`config.mk`:
```
export PLATFORM = sky130hd
export DESIGN_NAME = cam_pix_capture_flat
export DESIGN_NICKNAME = d
export VERILOG_FILES = /design/src/rtl/cam_pix_capture_pkg.sv /design/src/rtl/cam_pix_capture_if.sv /design/src/rtl/cam_pix_capture_sync_edge.sv /design/src/rtl/cam_pix_capture.sv /design/src/flat_wrapper.sv
export SDC_FILE = /design/constraint.sdc
export NUM_CORES = 1
export LEC_CHECK = 0
export CAP_MARGIN = 20
export CORE_UTILIZATION = 50
export CTS_CLUSTER_DIAMETER = 60
export DETAILED_ROUTE_END_ITERATION = 12
export HOLD_SLACK_MARGIN = 0.02
export PLACE_DENSITY = 0.74
export SKIP_LAST_GASP = 1
export SYNTH_ARGS = -nofsm -noshare
export SYNTH_HDL_FRONTEND = slang
export SYNTH_SLANG_ARGS = --single-unit
```
`constraint.sdc`:
```
create_clock -name i_pclk -period 3.12 [get_ports i_pclk]
set_input_delay 0.624 -clock i_pclk [delete_from_list [all_inputs] [get_ports i_pclk]]
set_output_delay 0.624 -clock i_pclk [all_outputs]
set_load 0.05 [all_outputs]
```
`src/rtl/cam_pix_capture_pkg.sv`:
```
// Shared types for the OV7670 pixel capture path: pixel formats, FSM states,
// error flag positions and the byte-pair to pixel packer.
package cam_pkg;

  typedef enum logic [1:0] {
    MODE_RGB444 = 2'b00,
    MODE_RGB565 = 2'b01,
    MODE_GRAY   = 2'b10,
    MODE_RSVD   = 2'b11
  } mode_e;

  typedef enum logic [1:0] {
    S_IDLE   = 2'd0,
    S_VBLANK = 2'd1,
    S_ACTIVE = 2'd2
  } state_e;

  localparam int ERR_OVF = 2;
  localparam int ERR_LEN = 1;
  localparam int ERR_CNT = 0;

  // Output is always 4:4:4 as R[11:8] G[7:4] B[3:0]; b0 is the first byte of the pair.
  function automatic logic [11:0] pix_pack(mode_e mode, logic [7:0] b0, logic [7:0] b1);
    case (mode)
      MODE_RGB444: pix_pack = {b0[3:0], b1};
      MODE_RGB565: pix_pack = {b0[7:4], b0[2:0], b1[7], b1[4:1]};
      MODE_GRAY:   pix_pack = {3{b0[7:4]}};
      default:     pix_pack = '0;
    endcase
  endfunction

endpackage

```
`src/rtl/cam_pix_capture_if.sv`:
```
// Camera-side inputs and BRAM write-side outputs of the capture block.
interface cam_pix_capture_if #(
  parameter int ADDR_W = 19,
  parameter int PIX_W  = 12,
  parameter int FCNT_W = 8
);
  import cam_pkg::*;

  logic              i_en;
  mode_e             i_mode;
  logic              i_vsync;
  logic              i_href;
  logic [7:0]        i_byte;
  logic              o_pix_wr;
  logic [ADDR_W-1:0] o_pix_addr;
  logic [PIX_W-1:0]  o_pix_data;
  logic              o_frame_done;
  logic [FCNT_W-1:0] o_frame_cnt;
  logic [2:0]        o_err;

  modport master (
    output i_en, i_mode, i_vsync, i_href, i_byte,
    input  o_pix_wr, o_pix_addr, o_pix_data, o_frame_done, o_frame_cnt, o_err
  );

  modport slave (
    input  i_en, i_mode, i_vsync, i_href, i_byte,
    output o_pix_wr, o_pix_addr, o_pix_data, o_frame_done, o_frame_cnt, o_err
  );
endinterface

```
`src/rtl/cam_pix_capture_sync_edge.sv`:
```
// One-stage registers on VSYNC/HREF with the edges the capture FSM consumes.
module cam_sync_edge (
  input  logic i_pclk,
  input  logic i_rstn_pclk,
  input  logic i_vsync,
  input  logic i_href,
  output logic vs_rise,
  output logic vs_fall,
  output logic href_q,
  output logic href_fall
);
  logic vs_q;

  always_ff @(posedge i_pclk or negedge i_rstn_pclk) begin
    if (!i_rstn_pclk) begin
      vs_q   <= 1'b0;
      href_q <= 1'b0;
    end else begin
      vs_q   <= i_vsync;
      href_q <= i_href;
    end
  end

  assign vs_rise   =  i_vsync & ~vs_q;
  assign vs_fall   = ~i_vsync &  vs_q;
  assign href_fall = ~i_href  &  href_q;
endmodule

```
`src/rtl/cam_pix_capture.sv`:
```
// OV7670 byte stream to linear BRAM pixel writes, with format select,
// power-of-two decimation, frame/line size checking and a frame counter.
module cam_pix_capture
  import cam_pkg::*;
#(
  parameter int H_ACTIVE   = 640,
  parameter int V_ACTIVE   = 480,
  parameter int PIX_W      = 12,
  parameter int DECIM_LOG2 = 0,
  parameter int ADDR_W     = 19,
  parameter int FCNT_W     = 8
) (
  input  logic             i_pclk,
  input  logic             i_rstn_pclk,
  cam_pix_capture_if.slave bus
);
  localparam int              PIX_MAX   = (H_ACTIVE >> DECIM_LOG2) * (V_ACTIVE >> DECIM_LOG2);
  localparam logic [ADDR_W-1:0] ADDR_LAST = ADDR_W'(PIX_MAX - 1);
  localparam logic [15:0]     DMASK     = 16'((1 << DECIM_LOG2) - 1);
  localparam logic [15:0]     H_END     = 16'(H_ACTIVE);
  localparam logic [15:0]     V_END     = 16'(V_ACTIVE);

  state_e            state;
  mode_e             mode_q;
  logic [15:0]       x, y, y_end;
  logic [ADDR_W-1:0] addr;
  logic              full, phase;
  logic [7:0]        b0;
  logic              vs_rise, vs_fall, href_q, href_fall;
  logic              byte_ok, pix_done, keep, line_end;

  cam_sync_edge u_sync (
    .i_pclk      (i_pclk),
    .i_rstn_pclk (i_rstn_pclk),
    .i_vsync     (bus.i_vsync),
    .i_href      (bus.i_href),
    .vs_rise     (vs_rise),
    .vs_fall     (vs_fall),
    .href_q      (href_q),
    .href_fall   (href_fall)
  );

  // Bytes arriving on the vsync-rise cycle belong to no frame and are dropped.
  assign byte_ok  = (state == S_ACTIVE) & bus.i_href & ~vs_rise;
  assign pix_done = byte_ok & phase;
  assign keep     = ((x & DMASK) == 16'd0) && ((y & DMASK) == 16'd0) && (mode_q != MODE_RSVD);
  // A line still open when vsync rises is closed by that rise.
  assign line_end = href_fall | (vs_rise & href_q);
  assign y_end    = y + {15'd0, line_end};

  always_ff @(posedge i_pclk or negedge i_rstn_pclk) begin
    if (!i_rstn_pclk) begin
      state            <= S_IDLE;
      mode_q           <= MODE_RGB444;
      x                <= '0;
      y                <= '0;
      addr             <= '0;
      full             <= 1'b0;
      phase            <= 1'b0;
      b0               <= '0;
      bus.o_pix_wr     <= 1'b0;
      bus.o_pix_addr   <= '0;
      bus.o_pix_data   <= '0;
      bus.o_frame_done <= 1'b0;
      bus.o_frame_cnt  <= '0;
      bus.o_err        <= '0;
    end else begin
      bus.o_pix_wr     <= 1'b0;
      bus.o_frame_done <= 1'b0;
      phase            <= byte_ok & ~phase;
      if (byte_ok && !phase) b0 <= bus.i_byte;

      case (state)
        S_IDLE: if (vs_rise && bus.i_en) state <= S_VBLANK;

        // Format is frozen per frame so a mid-frame mode change cannot mix encodings.
        S_VBLANK: if (vs_fall) begin
          state     <= S_ACTIVE;
          mode_q    <= bus.i_mode;
          x         <= '0;
          y         <= '0;
          addr      <= '0;
          full      <= 1'b0;
          bus.o_err <= '0;
        end

        S_ACTIVE: begin
          if (pix_done) begin
            x <= x + 16'd1;
            if (keep) begin
              if (full) bus.o_err[ERR_OVF] <= 1'b1;
              else begin
                bus.o_pix_wr   <= 1'b1;
                bus.o_pix_addr <= addr;
                bus.o_pix_data <= PIX_W'(pix_pack(mode_q, b0, bus.i_byte));
                // Saturate at the last slot; further writes flag overflow instead of wrapping.
                if (addr == ADDR_LAST) full <= 1'b1;
                else                   addr <= addr + 1'b1;
              end
            end
          end
          if (line_end) begin
            x <= '0;
            y <= y + 16'd1;
            if (x != H_END) bus.o_err[ERR_LEN] <= 1'b1;
          end
          if (vs_rise) begin
            bus.o_frame_done <= 1'b1;
            bus.o_frame_cnt  <= bus.o_frame_cnt + FCNT_W'(1);
            if (y_end != V_END) bus.o_err[ERR_CNT] <= 1'b1;
            state <= bus.i_en ? S_VBLANK : S_IDLE;
          end
        end

        default: state <= S_IDLE;
      endcase
    end
  end
endmodule

```
`src/flat_wrapper.sv`:
```
// flat-port wrapper written by rule: the top's interface ports become plain ports
module cam_pix_capture_flat import cam_pkg::*;
#(
  parameter int H_ACTIVE   = 640,
  parameter int V_ACTIVE   = 480,
  parameter int PIX_W      = 12,
  parameter int DECIM_LOG2 = 0,
  parameter int ADDR_W     = 19,
  parameter int FCNT_W     = 8
)
  (i_pclk, i_rstn_pclk, bus_i_en, bus_i_mode, bus_i_vsync, bus_i_href, bus_i_byte, bus_o_pix_wr, bus_o_pix_addr, bus_o_pix_data, bus_o_frame_done, bus_o_frame_cnt, bus_o_err);
  cam_pix_capture_if #(.ADDR_W(ADDR_W), .PIX_W(PIX_W), .FCNT_W(FCNT_W)) bus_i ();
  input  logic i_pclk;
  input  logic i_rstn_pclk;
  input wire logic [$bits(bus_i.i_en)-1:0] bus_i_en;
  input wire logic [$bits(bus_i.i_mode)-1:0] bus_i_mode;
  input wire logic [$bits(bus_i.i_vsync)-1:0] bus_i_vsync;
  input wire logic [$bits(bus_i.i_href)-1:0] bus_i_href;
  input wire logic [$bits(bus_i.i_byte)-1:0] bus_i_byte;
  output wire logic [$bits(bus_i.o_pix_wr)-1:0] bus_o_pix_wr;
  output wire logic [$bits(bus_i.o_pix_addr)-1:0] bus_o_pix_addr;
  output wire logic [$bits(bus_i.o_pix_data)-1:0] bus_o_pix_data;
  output wire logic [$bits(bus_i.o_frame_done)-1:0] bus_o_frame_done;
  output wire logic [$bits(bus_i.o_frame_cnt)-1:0] bus_o_frame_cnt;
  output wire logic [$bits(bus_i.o_err)-1:0] bus_o_err;
  assign bus_i.i_en = bus_i_en;
  assign bus_i.i_mode = bus_i_mode;
  assign bus_i.i_vsync = bus_i_vsync;
  assign bus_i.i_href = bus_i_href;
  assign bus_i.i_byte = bus_i_byte;
  assign bus_o_pix_wr = bus_i.o_pix_wr;
  assign bus_o_pix_addr = bus_i.o_pix_addr;
  assign bus_o_pix_data = bus_i.o_pix_data;
  assign bus_o_frame_done = bus_i.o_frame_done;
  assign bus_o_frame_cnt = bus_i.o_frame_cnt;
  assign bus_o_err = bus_i.o_err;
  cam_pix_capture #(.H_ACTIVE(H_ACTIVE), .V_ACTIVE(V_ACTIVE), .PIX_W(PIX_W), .DECIM_LOG2(DECIM_LOG2), .ADDR_W(ADDR_W), .FCNT_W(FCNT_W)) u_core (.i_pclk(i_pclk), .i_rstn_pclk(i_rstn_pclk), .bus(bus_i));
endmodule
```
Word level (Yosys, flattened, before mapping)
Cells that the tools add are included.
Widths: inputs -> output; s select.
- register bits after elaboration: 111
- input bits: 15
- output and inout port bits: 44
- logic and storage cells: 114
- add/subtract/negate cells: 5
- equal/unequal tests: 20
- mux-type cells: 39
- bitwise gates (word level): 15
- reductions and logical operators: 17
- operators with widths (operator ; number):
    $mux 19 ; 5
    $mux 16 ; 4
    $pmux 16 s2 ; 2
    $pmux 19 s2 ; 1
    $pmux 12 s3 ; 1
    $add 16x1->16 const B ; 2
    $add 19x1->19 const B ; 1
    $eq 19x19->1 const B ; 1
    $mux 1 ; 19
    $add 16x1->16 ; 1
    $ne 16x10->1 const B ; 1
    $ne 16x9->1 const B ; 1
    $reduce_and 4->1 ; 4
    $ne 2x1->1 const B ; 6
    $ne 2x2->1 const B ; 6
    $reduce_and 3->1 ; 3
    $add 8x1->8 const B ; 1
    $and 1x1->1 ; 8
    $mux 2 ; 3
    $not 1->1 ; 6
    $pmux 2 s3 ; 1
    $pmux 3 s2 ; 1
    $reduce_and 6->1 ; 1
    $reduce_and 5->1 ; 1
    11 further kinds ; 16

Logic depth before layout (Yosys ltp)
- word-level depth: 9
- depth in mapped cells: 10

Hierarchy
Synthesis repeated with hierarchy kept, for this count alone.
- cells, all modules: 534
- area, all modules: 5626.6 µm²
- modules (own cells, without submodules) (module ; times used ; cells an instance ; area each (µm²) ; seq. area each (µm²)):
    cam_pix_capture ; 1 ; 529 ; 5555.3 ; 2727.6
    cam_sync_edge ; 1 ; 5 ; 71.3 ; 50.0

Worst setup path after synthesis
No wires, ideal clock.
- kind: input-to-reg
- start point: input port bus_i_vsync
- end point: register u_core.bus.o_err[0]
- setup time: 0.143 ns
- arrival time: 2.924 ns
- required time: 2.977 ns
- slack: 0.053 ns
- stages: 10
- cells stage by stage: and2b_2 > o21ai_2 > inv_2 > ha_1 > ha_1 > or4b_1 > nor4b_1 > a22oi_1 > a2111oi_0 > a31oi_1
- longest elaborated chain between the ends: 7
- RTL lines (element ; RTL line ; source):
    start: declaration ; flat_wrapper.sv:17 ; input wire logic [$bits(bus_i.i_vsync)-1:0] bus_i_vsync;
    $and 1x1->1 ; cam_pix_capture_sync_edge.sv:24 ; assign vs_rise = i_vsync & ~vs_q;
    $and 1x1->1 ; cam_pix_capture.sv:48 ; assign line_end = href_fall | (vs_rise & href_q);
    $or 1x1->1 ; cam_pix_capture.sv:48 ;
    $add 16x1->16 ; cam_pix_capture.sv:49 ; assign y_end = y + {15'd0, line_end};
    $ne 16x9->1 ; cam_pix_capture.sv:110 ; if (y_end != V_END) bus.o_err[ERR_CNT] <= 1'b1;
    $ne 2x2->1 (no line) ; - ;
    $reduce_and 4->1 (no line) * ; - ;
    end signal: assignment ; cam_pix_capture.sv:66 ; bus.o_err <= '0;
    end signal: indexed assignment ; cam_pix_capture.sv:105 ; if (x != H_END) bus.o_err[ERR_LEN] <= 1'b1;
    end signal: indexed assignment ; cam_pix_capture.sv:110 ;
    end: declaration ; cam_pix_capture_if.sv:28 ; output o_pix_wr, o_pix_addr, o_pix_data, o_frame_done, o_frame_cnt, o_err
Mark *: on every way between the ends. The rest lies on a longest branch, timed or not.
A chain may end at the register's enable or synchronous reset.

Worst setup path after layout
Ends and elaborated chain as after synthesis.

==> Flow_metrics.wiki <==
{| class="wikitable"
! Metric !! Value
|-
| Antenna diodes || 0
|-
| Insertion delay to the later sink of the worst-skew pair || 0.36 ns
|-
| Clock Sinks || around 110
|-
| Final total negative setup slack || 0 ns
|-
| Pre-antenna DRT Iters || 5
|-
| Worst Reg-to-Reg Cells || 10
|-
| GRT Residual Overflow || 0
|-
| Status || complete, no violations
|-
| Total die area || ~12000 um^2
|-
| Number of flops mapped to enable cells by yosys || 0
|-
| Std-Cell Core Area || 11420 um^2
|-
| Maximum count of clock buffers along a single path || 2
|-
| Number of levels the H-tree was split into || 3
|-
| Post-synth ARST share || 100.0%
|-
| Most common cell after layout, fill and taps aside || nand2_1
|-
| Data arrival time at the worst-slack endpoint || approximately 3.1 ns
|-
| DR vias || around 5200
|-
| Average via count per standard cell || approximately 5.9
|-
| Stage delay of the slowest cell on the critical path || ~0.55 ns
|-
| Number of nets at the end of the flow || 750
|-
| Vias in the first global route || around 5000
|-
| Maximum vdd drop || ~0.45 mV
|-
| 1st-iter DRT viols || 381
|-
| Cells after synthesis || between 600 and 700
|-
| Final setup violating endpoints || 0
|-
| Biggest fanout along the worst timing path || 2
|-
| First-pass GRT wire length || 23.56 mm
|-
| Shortest clock period the worst path allows after layout || 2.819 ns
|-
| Post-route design area || about 7100 um^2
|-
| Simple-Gate Fraction of Synth Area || 25.51%
|-
| Hold Violations, Final || 0
|-
| Fin Hold WS || between 0.3 and 0.4 ns
|-
| Crit path kind || primary input to register
|-
| Count of yosys warnings during synthesis || 0
|-
| Max-Cap Viols || 0
|-
| Routed wire length || approximately 14 mm
|-
| Combinational family with the most area after synthesis || simple AND/OR/NAND/NOR gates
|-
| Tightest Pin Transition || 0.7816 ns
|-
| Power per cell area || roughly 660 nW/um^2
|-
| Netlist cell types || between 60 and 70
|-
| Number of remaining DRC errors || 0
|-
| Clock tree from TritonCTS || done
|-
| Ports || 59
|-
| Post-synthesis mux area share || between 2 and 2.5%
|-
| RSZ-0062 raised after global routing || false
|-
| Number of cells in the finished layout apart from fillers || between 800 and 900
|-
| Crit path buffers/inverters || 2
|-
| Die Width || roughly 110 um
|-
| Layout fillers || ~970
|-
| Top achievable clock speed || ~0.35 GHz
|-
| Initial core utilization || between 50% and 60%
|-
| Mean Syn Cell Area || around 9.0 um^2
|-
| Routability congestion estimate || roughly 0.92
|-
| Number of buffers inserted during clock tree synthesis || 9
|-
| Compound-cell area share of the yosys netlist || between 10% and 20%
|-
| Cell area after placement || between 6000 and 7000 um^2
|-
| Leakage power summed over all cells || 3.152 nW
|-
| Most used flip-flop cell after synthesis || dfrtp_1
|-
| Number of post-CTS setup repair buffers || 0
|-
| Part of the Yosys area used for sequential elements || a little under half
|-
| XOR/XNOR Fraction of Synth Area || approximately 2.7%
|-
| Clock slew at reported path FFs || 0.07 ns
|-
| Skew final || between 0.008 and 0.009 ns
|-
| Fraction of the cycle the final worst path needs || about 90%
|-
| Area added between synthesis and finish || 19.99%
|-
| Vert. Die Dim || between 100 and 150 um
|-
| Post-synthesis instance area || ~5900 um^2
|-
| Register bit count reported by yosys || 111
|-
| Setup slack, reg-to-reg || slightly above 0.3 ns
|-
| Crit-path cells || dlymetal6s2s_1, and2b_2, o21ai_2, inv_2, ha_1, ha_1, or4b_4, nor4b_4, a22oi_2, a2111oi_2, a31oi_1
|-
| Slowest stage cell on the critical path || or4b_4
|-
| Count of input and output buffers || 58
|-
| Antenna violations before repair || 0
|-
| Adder and majority gate portion of the synthesized area || around 2.6%
|-
| Max-slew violation count || 0
|-
| Total nets after synthesis || 682
|-
| Setup crit end kind || register
|-
| Critical Path Source Type || primary input
|-
| Total power after layout || 4.686 mW
|-
| Clock Root Buffer || clkbuf_16
|-
| Largest net degree at the start of global routing || 63
|-
| Cell type group with the largest total delay on the critical path || simple AND/OR/NAND/NOR gates
|-
| Crit-path most repeated cell || ha_1
|-
| Count of hold buffers inserted by post-cts repair || 0
|-
| Post-DR wirelength/cell || 15.79 um
|-
| Leading cell types in the layout, fill and taps excluded || 152 x nand2_1, 111 x dfrtp_1, 55 x clkdlybuf4s50_1, 41 x o21ai_0, 32 x a21oi_1
|-
| Number of cell rows || 39
|-
| Number of nets with antenna violations after detailed routing || 0
|-
| Share of final-layout standard cells stronger than drive strength 1 || a little over 9%
|-
| Number of gates on the worst path with buffers counted || 11
|-
| Total routing usage reported by global routing || 23.50%
|-
| Critical path data required time || ~3.4 ns
|-
| HPWL after detailed placement || between 9 and 10 mm
|-
| Worst hold-check path type || primary input to async pin
|-
| Worst slew slack as a fraction of its limit || roughly 48%
|-
| Number of cells in the design after placement || about 860
|}
==> logic make-up (layout without fill, tap and decap cells) <==
family | Yosys count | count (layout)
AOI/OAI and AO/OA | 143 | 143
xor gates and xnor gates | 18 | 18
adders and majority gates | 12 | 12
buffers and inverters | 51 | 124
DFF | 111 | 111
muxes | 14 | 14
and+or+nand+nor | 306 | 306
==> stage by stage <==
step                worst slack [ns]  util, %
floorplan                    0.05264        -
finish                        0.3010    61.76
global route                  0.1707    61.76
detailed placement           -0.5239    59.06
global placement             -0.4058    59.06
CTS                          0.05660    61.55
==> worst register-to-register path: stages, from the launching register on <==
cell and delay [ns]:
dfrtp_1 0.39, and2b_2 0.25, o21ai_2 0.17, inv_2 0.05
ha_1 0.19, ha_1 0.30, or4b_4 0.55, nor4b_4 0.30
a22oi_2 0.09, a2111oi_2 0.28, a31oi_1 0.12
==> per-layer routing <==
layer | part of all wire (%) | track usage [%]
met1 | 47 | 31.95
met2 | 47 | 37.52
met3 | 4.2 | 3.787
met4 | 2.1 | 9.778
met5 | 0 | 0
==> path summary, 6_finish.rpt <==
kind	endpoint	startpoint
max in group asynchronous	u_core.y[4]	i_rstn_pclk
worst max register to register	u_core.bus.o_err[0]	u_core.u_sync.vs_q
worst max-delay path	u_core.bus.o_err[0]	bus_i_vsync
worst min-delay path	u_core.b0[5]	i_rstn_pclk
worst min register to register	u_core.bus.o_pix_addr[5]	u_core.bus.o_pix_addr[5]
min in group i_pclk	u_core.bus.o_pix_addr[5]	u_core.bus.o_pix_addr[5]
==> final cells by class <==
type,instances,area [um^2],area share (%)
inverter,21,78.83,1.118
clock buffer,11,232.7,3.300
sequential,111,2778,39.39
tap,143,178.9,2.537
multi-input combinational,493,2935,41.63
timing repair buffer,87,813.3,11.53
clock inverter,5,35.03,0.4968
==> cells in the mapped netlist, types with 6 or more instances <==
master    number  area share [%]
a21oi_1       32             2.7
a31oi_1       12             1.3
and3_1         9            0.96
buf_2          6            0.51
clkbuf_1      23             1.5
dfrtp_1      111              47
ha_1          12             2.6
inv_1         18             1.1
mux2i_1        9             1.5
nand2_1      152             9.7
nand2b_1      12             1.3
nand3_1       29             2.5
nand4_1       19             2.0
nor2_1        22             1.4
nor3_1        10            0.85
nor4_1         7            0.75
o21ai_0       41             3.5
o31ai_1       17             2.2
or3_1          6            0.64
or4_1         17             2.2
xnor2_1       11             1.6
xor2_1         7             1.0
==> sequential cells by signal, indices dropped and copies added, names as in the netlist <==
name / cells
u_core.x: 16
u_core.bus.o_frame_done: 1
u_core.state: 2
u_core.bus.o_pix_data: 12
u_core.phase: 1
u_core.u_sync.vs_q: 1
u_core.bus.o_pix_wr: 1
u_core.bus.o_pix_addr: 19
u_core.bus.o_frame_cnt: 8
u_core.y: 16
u_core.b0: 8
u_core.bus.o_err: 3
u_core.mode_q: 2
u_core.addr: 19
u_core.u_sync.href_q: 1
u_core.full: 1
==> what timing repair did <==
item	CTS	global route
setup endpoints to repair	1	1
resized for setup	4	5
pin swaps	2	6
==> power by group <==
group | internal, mW | switching (mW) | total (mW)
clock network | 0.543 | 0.521 | 1.06
logic | 0.639 | 1.19 | 1.83
registers | 1.62 | 0.173 | 1.79
total | 2.80 | 1.89 | 4.69
Note: power is estimated with default switching activity, not from simulation.
